**src/rtl/pipe_ctrl_pkg.sv**
```systemverilog
// Shared types for the pipeline control unit: FSM states and scoreboard slots.
package pipe_ctrl_pkg;

  localparam int unsigned RF_ALEN = 5;

  typedef enum logic [1:0] {
    RUN      = 2'd0,
    MEM_WAIT = 2'd1,
    HALT     = 2'd2
  } ctrl_state_e;

  typedef struct packed {
    logic               valid;
    logic [RF_ALEN-1:0] rd;
    logic               rf_wr;
    logic               is_load;
  } ctrl_slot_t;

endpackage

```
**src/rtl/ctrl_scoreboard.sv**
```systemverilog
// Tracks the destinations in flight in EX and MEM and flags load-use hazards
// against the instruction currently in ID.
module ctrl_scoreboard
  import pipe_ctrl_pkg::*;
(
  input  logic               clk,
  input  logic               rst_n,
  input  logic               hold,
  input  logic               bubble,
  input  ctrl_slot_t         id_slot,
  input  logic [RF_ALEN-1:0] rs1_addr,
  input  logic               rs1_used,
  input  logic [RF_ALEN-1:0] rs2_addr,
  input  logic               rs2_used,
  output logic               load_use_c
);

  ctrl_slot_t ex_slot;
  ctrl_slot_t mem_slot;

  // Slot pipeline: hold while frozen, otherwise shift ID->EX->MEM (EX may take a bubble).
  always_ff @(posedge clk) begin
    if (!rst_n) begin
      ex_slot  <= '0;
      mem_slot <= '0;
    end else if (hold) begin
      ex_slot  <= ex_slot;
      mem_slot <= mem_slot;
    end else begin
      mem_slot <= ex_slot;
      ex_slot  <= bubble ? ctrl_slot_t'('0) : id_slot;
    end
  end

  // Only a load still in EX stalls; MEM results are forwarded and x0 is never a producer.
  always_comb begin
    load_use_c = 1'b0;
    if (id_slot.valid && ex_slot.valid && ex_slot.is_load && ex_slot.rf_wr &&
        (ex_slot.rd != '0)) begin
      load_use_c = (rs1_used && (rs1_addr == ex_slot.rd)) ||
                   (rs2_used && (rs2_addr == ex_slot.rd));
    end
  end

endmodule

```
**src/rtl/pipe_ctrl.sv**
```systemverilog
// Pipeline control for the 5-stage core: memory-wait freeze, branch squash,
// load-use stall and the timeout halt FSM.
module pipe_ctrl
  import pipe_ctrl_pkg::*;
#(
  parameter int unsigned ALEN        = 5,
  parameter int unsigned PLEN        = 64,
  parameter int unsigned MEM_TIMEOUT = 16
) (
  input  logic            clk,
  input  logic            rst_n,
  input  logic            i_id_valid,
  input  logic [ALEN-1:0] i_id_rs1_addr,
  input  logic            i_id_rs1_used,
  input  logic [ALEN-1:0] i_id_rs2_addr,
  input  logic            i_id_rs2_used,
  input  logic [ALEN-1:0] i_id_rd_addr,
  input  logic            i_id_rf_wr,
  input  logic            i_id_mem_rd,
  input  logic            i_ex_br_taken,
  input  logic [PLEN-1:0] i_ex_br_target,
  input  logic            i_mem_req,
  input  logic            i_dmem_ack,
  output logic            o_pc_en,
  output logic            o_ifid_en,
  output logic            o_ifid_flush,
  output logic            o_idex_bubble,
  output logic            o_exmem_en,
  output logic            o_memwb_en,
  output logic            o_pc_redirect,
  output logic [PLEN-1:0] o_pc_target,
  output logic            o_halt,
  output logic [1:0]      o_state
);

  localparam int unsigned CW = $clog2(MEM_TIMEOUT + 1);

  ctrl_state_e state, state_nxt;
  logic [CW-1:0] wait_cnt, wait_cnt_nxt;
  logic          halt_nxt;
  logic          freeze_c;
  logic          bubble_c;
  logic          load_use_c;
  ctrl_slot_t    id_slot;

  assign id_slot = '{valid:   i_id_valid,
                     rd:      RF_ALEN'(i_id_rd_addr),
                     rf_wr:   i_id_rf_wr,
                     is_load: i_id_mem_rd};

  ctrl_scoreboard u_scoreboard (
    .clk        (clk),
    .rst_n      (rst_n),
    .hold       (freeze_c),
    .bubble     (bubble_c),
    .id_slot    (id_slot),
    .rs1_addr   (RF_ALEN'(i_id_rs1_addr)),
    .rs1_used   (i_id_rs1_used),
    .rs2_addr   (RF_ALEN'(i_id_rs2_addr)),
    .rs2_used   (i_id_rs2_used),
    .load_use_c (load_use_c)
  );

  // State, wait counter and sticky halt flag.
  always_ff @(posedge clk) begin
    if (!rst_n) begin
      state    <= RUN;
      wait_cnt <= '0;
      o_halt   <= 1'b0;
    end else begin
      state    <= state_nxt;
      wait_cnt <= wait_cnt_nxt;
      o_halt   <= halt_nxt;
    end
  end

  // Next state plus stage-control muxing: freeze > branch flush > load-use > advance.
  always_comb begin
    state_nxt     = state;
    wait_cnt_nxt  = wait_cnt;
    halt_nxt      = o_halt;
    freeze_c      = 1'b0;
    bubble_c      = 1'b0;
    o_pc_en       = 1'b1;
    o_ifid_en     = 1'b1;
    o_ifid_flush  = 1'b0;
    o_idex_bubble = 1'b0;
    o_exmem_en    = 1'b1;
    o_memwb_en    = 1'b1;
    o_pc_redirect = 1'b0;
    o_pc_target   = '0;

    case (state)
      RUN: begin
        if (i_mem_req && !i_dmem_ack) begin
          freeze_c     = 1'b1;
          state_nxt    = MEM_WAIT;
          wait_cnt_nxt = CW'(1);
        end
      end
      MEM_WAIT: begin
        if (i_dmem_ack) begin
          state_nxt    = RUN;
          wait_cnt_nxt = '0;
        end else begin
          freeze_c = 1'b1;
          if (wait_cnt == CW'(MEM_TIMEOUT)) begin
            state_nxt = HALT;
            halt_nxt  = 1'b1;
          end else begin
            wait_cnt_nxt = wait_cnt + CW'(1);
          end
        end
      end
      default: begin
        freeze_c  = 1'b1;
        state_nxt = HALT;
      end
    endcase

    if (freeze_c) begin
      o_pc_en    = 1'b0;
      o_ifid_en  = 1'b0;
      o_exmem_en = 1'b0;
      o_memwb_en = 1'b0;
    end else if (i_ex_br_taken) begin
      o_pc_redirect = 1'b1;
      o_pc_target   = i_ex_br_target;
      o_ifid_flush  = 1'b1;
      o_idex_bubble = 1'b1;
      bubble_c      = 1'b1;
    end else if (load_use_c) begin
      o_pc_en       = 1'b0;
      o_ifid_en     = 1'b0;
      o_idex_bubble = 1'b1;
      bubble_c      = 1'b1;
    end
  end

  assign o_state = state;

endmodule

```
**config.mk**
```make
export PLATFORM = sky130hd
export DESIGN_NAME = pipe_ctrl
export DESIGN_NICKNAME = d
export VERILOG_FILES = /design/src/rtl/pipe_ctrl_pkg.sv /design/src/rtl/ctrl_scoreboard.sv /design/src/rtl/pipe_ctrl.sv
export SDC_FILE = /design/constraint.sdc
export NUM_CORES = 1
export LEC_CHECK = 0
export CORE_MARGIN = 3
export CORE_UTILIZATION = 27
export CTS_BUF_LIST = sky130_fd_sc_hd__clkbuf_8
export CTS_CLUSTER_DIAMETER = 200
export CTS_CLUSTER_SIZE = 30
export DETAILED_ROUTE_END_ITERATION = 12
export PLACE_DENSITY_LB_ADDON = 0.1
export SYNTH_ARGS = -nofsm -noshare
export SYNTH_HDL_FRONTEND = slang
export SYNTH_SLANG_ARGS = --single-unit
```
**constraint.sdc**
```tcl
create_clock -name clk -period 3.9 [get_ports clk]
set_input_delay 1.17 -clock clk [delete_from_list [all_inputs] [get_ports clk]]
set_output_delay 1.17 -clock clk [all_outputs]
set_load 0.1 [all_outputs]
```
==> results.json <==
{
  "ys_warn_count": 0,
  "routed_via_count": 1948,
  "status": "finished, final reports clean",
  "port_buffers": 162,
  "yosysSeqAreaShare": 0.240,
  "finalWorstPathRequiredPeriod_ps": 3880,
  "final_worst_path_cycle_share": 0.995,
  "power_density_mw_per_mm2": 259,
  "setup.worst_path.class": "in2out",
  "critical_path.startpoint": "i_id_rs2_addr[0]",
  "worst-path-buf-inv": 2,
  "utilization": 0.840,
  "clock_tree.buffer_depth": 2,
  "fp.dieH_um": 76.3,
  "timing.critical_path.slowest_stage_cell": "a221o_1",
  "min-delay-start": "u_scoreboard.ex_slot[1]",
  "post-place-cells": 391,
  "initial_utilization": 0.292,
  "syn_to_final_growth_pct": 188,
  "first_global_vias": 2000,
  "layout.filler_cells": 268,
  "timing.max_cap.violations": 0,
  "drt_drc_violations_left": 0,
  "grt_antenna_before_repair": 0,
  "tritoncts_clock_tree": "built",
  "slew-limit-headroom": 0.679,
  "tightestPinTransition_ps": 481,
  "setup_viol": 0,
  "cp-end-kind": "output pin",
  "dp_hpwl_um": 6070,
  "synthesis.nets": 267,
  "die_footprint_mm2": 0.00581,
  "layoutNonFillerInstCount": 395,
  "cts_sinks": 16,
  "coreArea_mm2": 0.00456,
  "n_antenna_cell": 0,
  "postSynthCellCount": 176,
  "path_max_fanout": 3,
  "layout_commonest_cell": "clkdlybuf4s50_1",
  "nNetsFinal": 422,
  "clockRootBuffer": "clkbuf_8",
  "antenna_violating_nets_post_route": 0,
  "syn_area_mm2": 0.00133,
  "grt_overflow": 0,
  "global_route.usage.total": 0.232,
  "wl_um": 6940,
  "cp_cell_sequence": "buf_6, xor2_1, nor4_1, nand3_1, a221o_1, o21a_4, buf_12",
  "max_transition_viols_final": 0,
  "ratio_of_routed_vias_to_standard_cells": 4.93,
  "timing.critical_path.required_ps": 2730,
  "globalplace.congestion": 0.777,
  "cts_made_buffers": 3,
  "drtIter0Drc": 101,
  "post_synth_num_cell_types": 30,
  "die_w_um": 76.3,
  "post_route_cells_drive_above_1_share": 0.388,
  "grt_start_max_net_pins": 68,
  "grt_pass1_wl_um": 10700,
  "cp_data_arrival_time_ps": 2710,
  "critPathMaxStageDelay_ps": 460,
  "critPathTopFamily": "compound AO/OA/AOI/OAI gates",
  "clk_pin_slew_worst_paths_ps": 60,
  "detail_route.first_pass.iterations": 4,
  "worst_skew_pair.late_latency_ps": 250,
  "ys_seq_elements": 16,
  "max-vdd-ir-drop_mv": 0.153,
  "largest_clock_skew_in_the_final_design_ps": 3.09,
  "mostFrequentLayoutCells": "78 x clkdlybuf4s50_1, 73 x buf_12, 44 x and3_1",
  "finalHoldViolCount": 0,
  "synthesis.area_per_instance_um2": 7.57,
  "max_freq_mhz": 258,
  "floorplan.io_pins": 163,
  "crit-reg2reg-launch": "u_scoreboard.ex_slot[2]",
  "cellLeakagePower_nw": 1.77,
  "row_count": 24,
  "min_path_type": "reg2reg",
  "route.detailed.wl_per_inst_um": 17.6,
  "cts.htree.levels": 1,
  "worst_setup_path_start_kind": "input port"
}
layout make-up:
class | count | area [µm²] | share of cell area
inverter | 5 | 18.8 | 0.00490
clock buffer | 4 | 55.1 | 0.0144
multi-input combinational | 135 | 961 | 0.251
sequential | 16 | 320 | 0.0836
tap | 65 | 81.3 | 0.0212
timing repair buffer | 170 | 2400 | 0.625
per-stage QoR:
step / setup WS, ps / power, W / hold WS, ps / TNS, ps / area (µm²)
after global placement: -238 / 0.000850 / 460 / -655 / 3780
after floorplan: -71.9 / 0.000558 / 449 / -71.9 / 1400
after global routing: -22.7 / 0.00102 / 503 / -44.7 / 3830
after detailed placement: -315 / 0.000857 / 475 / -889 / 3780
final: 21.1 / 0.000994 / 493 / 0 / 3830
after CTS: 1.34 / 0.000996 / 493 / 0 / 3820
logic make-up (layout without fill, tap and decap cells):
| logic type | count (synthesis) | in the layout | share of synthesized area |
|---|---|---|---|
| simple gates | 100 | 100 | 0.450 |
| buf+inv | 25 | 179 | 0.0845 |
| compound gates | 20 | 20 | 0.121 |
| flops | 16 | 16 | 0.240 |
| xor+xnor | 13 | 13 | 0.0854 |
| fa+ha+maj | 2 | 2 | 0.0188 |
Yosys cell counts, drive strengths merged:
master / count / area (µm²)
and4: 1 / 8.76
xnor2: 2 / 17.5
o21ai: 2 / 10.0
dfxtp: 16 / 320
a221o: 1 / 10.0
a22o: 8 / 70.1
ha: 2 / 25.0
o21bai: 1 / 7.51
a21oi: 3 / 15.0
buf: 5 / 37.5
and3: 72 / 450
nor2b: 2 / 12.5
and4bb: 1 / 12.5
clkbuf: 15 / 56.3
nor2: 10 / 37.5
xor2: 11 / 96.3
nor3: 2 / 10.0
nand2b: 1 / 6.26
nor4: 2 / 12.5
o211a: 1 / 10.0
nand4: 3 / 18.8
nand3: 2 / 10.0
inv: 5 / 18.8
o21a: 2 / 15.0
o2111ai: 1 / 8.76
and2: 2 / 12.5
nand2: 2 / 7.51
a221oi: 1 / 15.0
final timing paths:
check	endpoint	slack, ps	cells after the start
hold / removal	u_scoreboard.ex_slot[1]	490	1
setup / recovery	o_ifid_en	20	7
hold reg to reg	u_scoreboard.ex_slot[1]	490	1
setup reg to reg	u_scoreboard.ex_slot[3]	1960	6
registers in the layout, summed over array words and instances (netlist names):
| name | count |
|---|---|
| u_scoreboard.ex_slot | 8 |
| wait_cnt | 5 |
| o_halt | 1 |
| o_state | 2 |
what timing repair did:
action | CTS | global route
setup buffers | 0 | 0
hold buffers | 0 | 0
gates resized for setup | 27 | 5
endpoints found under the hold margin | 0 | 0
setup endpoints to repair | 3 | 25
pin swaps | 7 | 4
metal layers:
metal / part of all wire / up-vias / GRT usage
li1: - / 939 / -
met1: 0.30 / 881 / 0.199
met2: 0.54 / 107 / 0.440
met3: 0.11 / 21 / 0.118
met4: 0.045 / 0 / 0.107
met5: 0 / - / 0
power breakdown:
group / switching (W) / internal, W / leakage [nW] / total [W]
clock: 0.0000535 / 0.0000895 / 0.0288 / 0.000143
sequential: 0.00000716 / 0.000169 / 0.130 / 0.000177
combinational: 0.000402 / 0.000272 / 1.61 / 0.000674
Note: power is estimated with default switching activity, not from simulation.
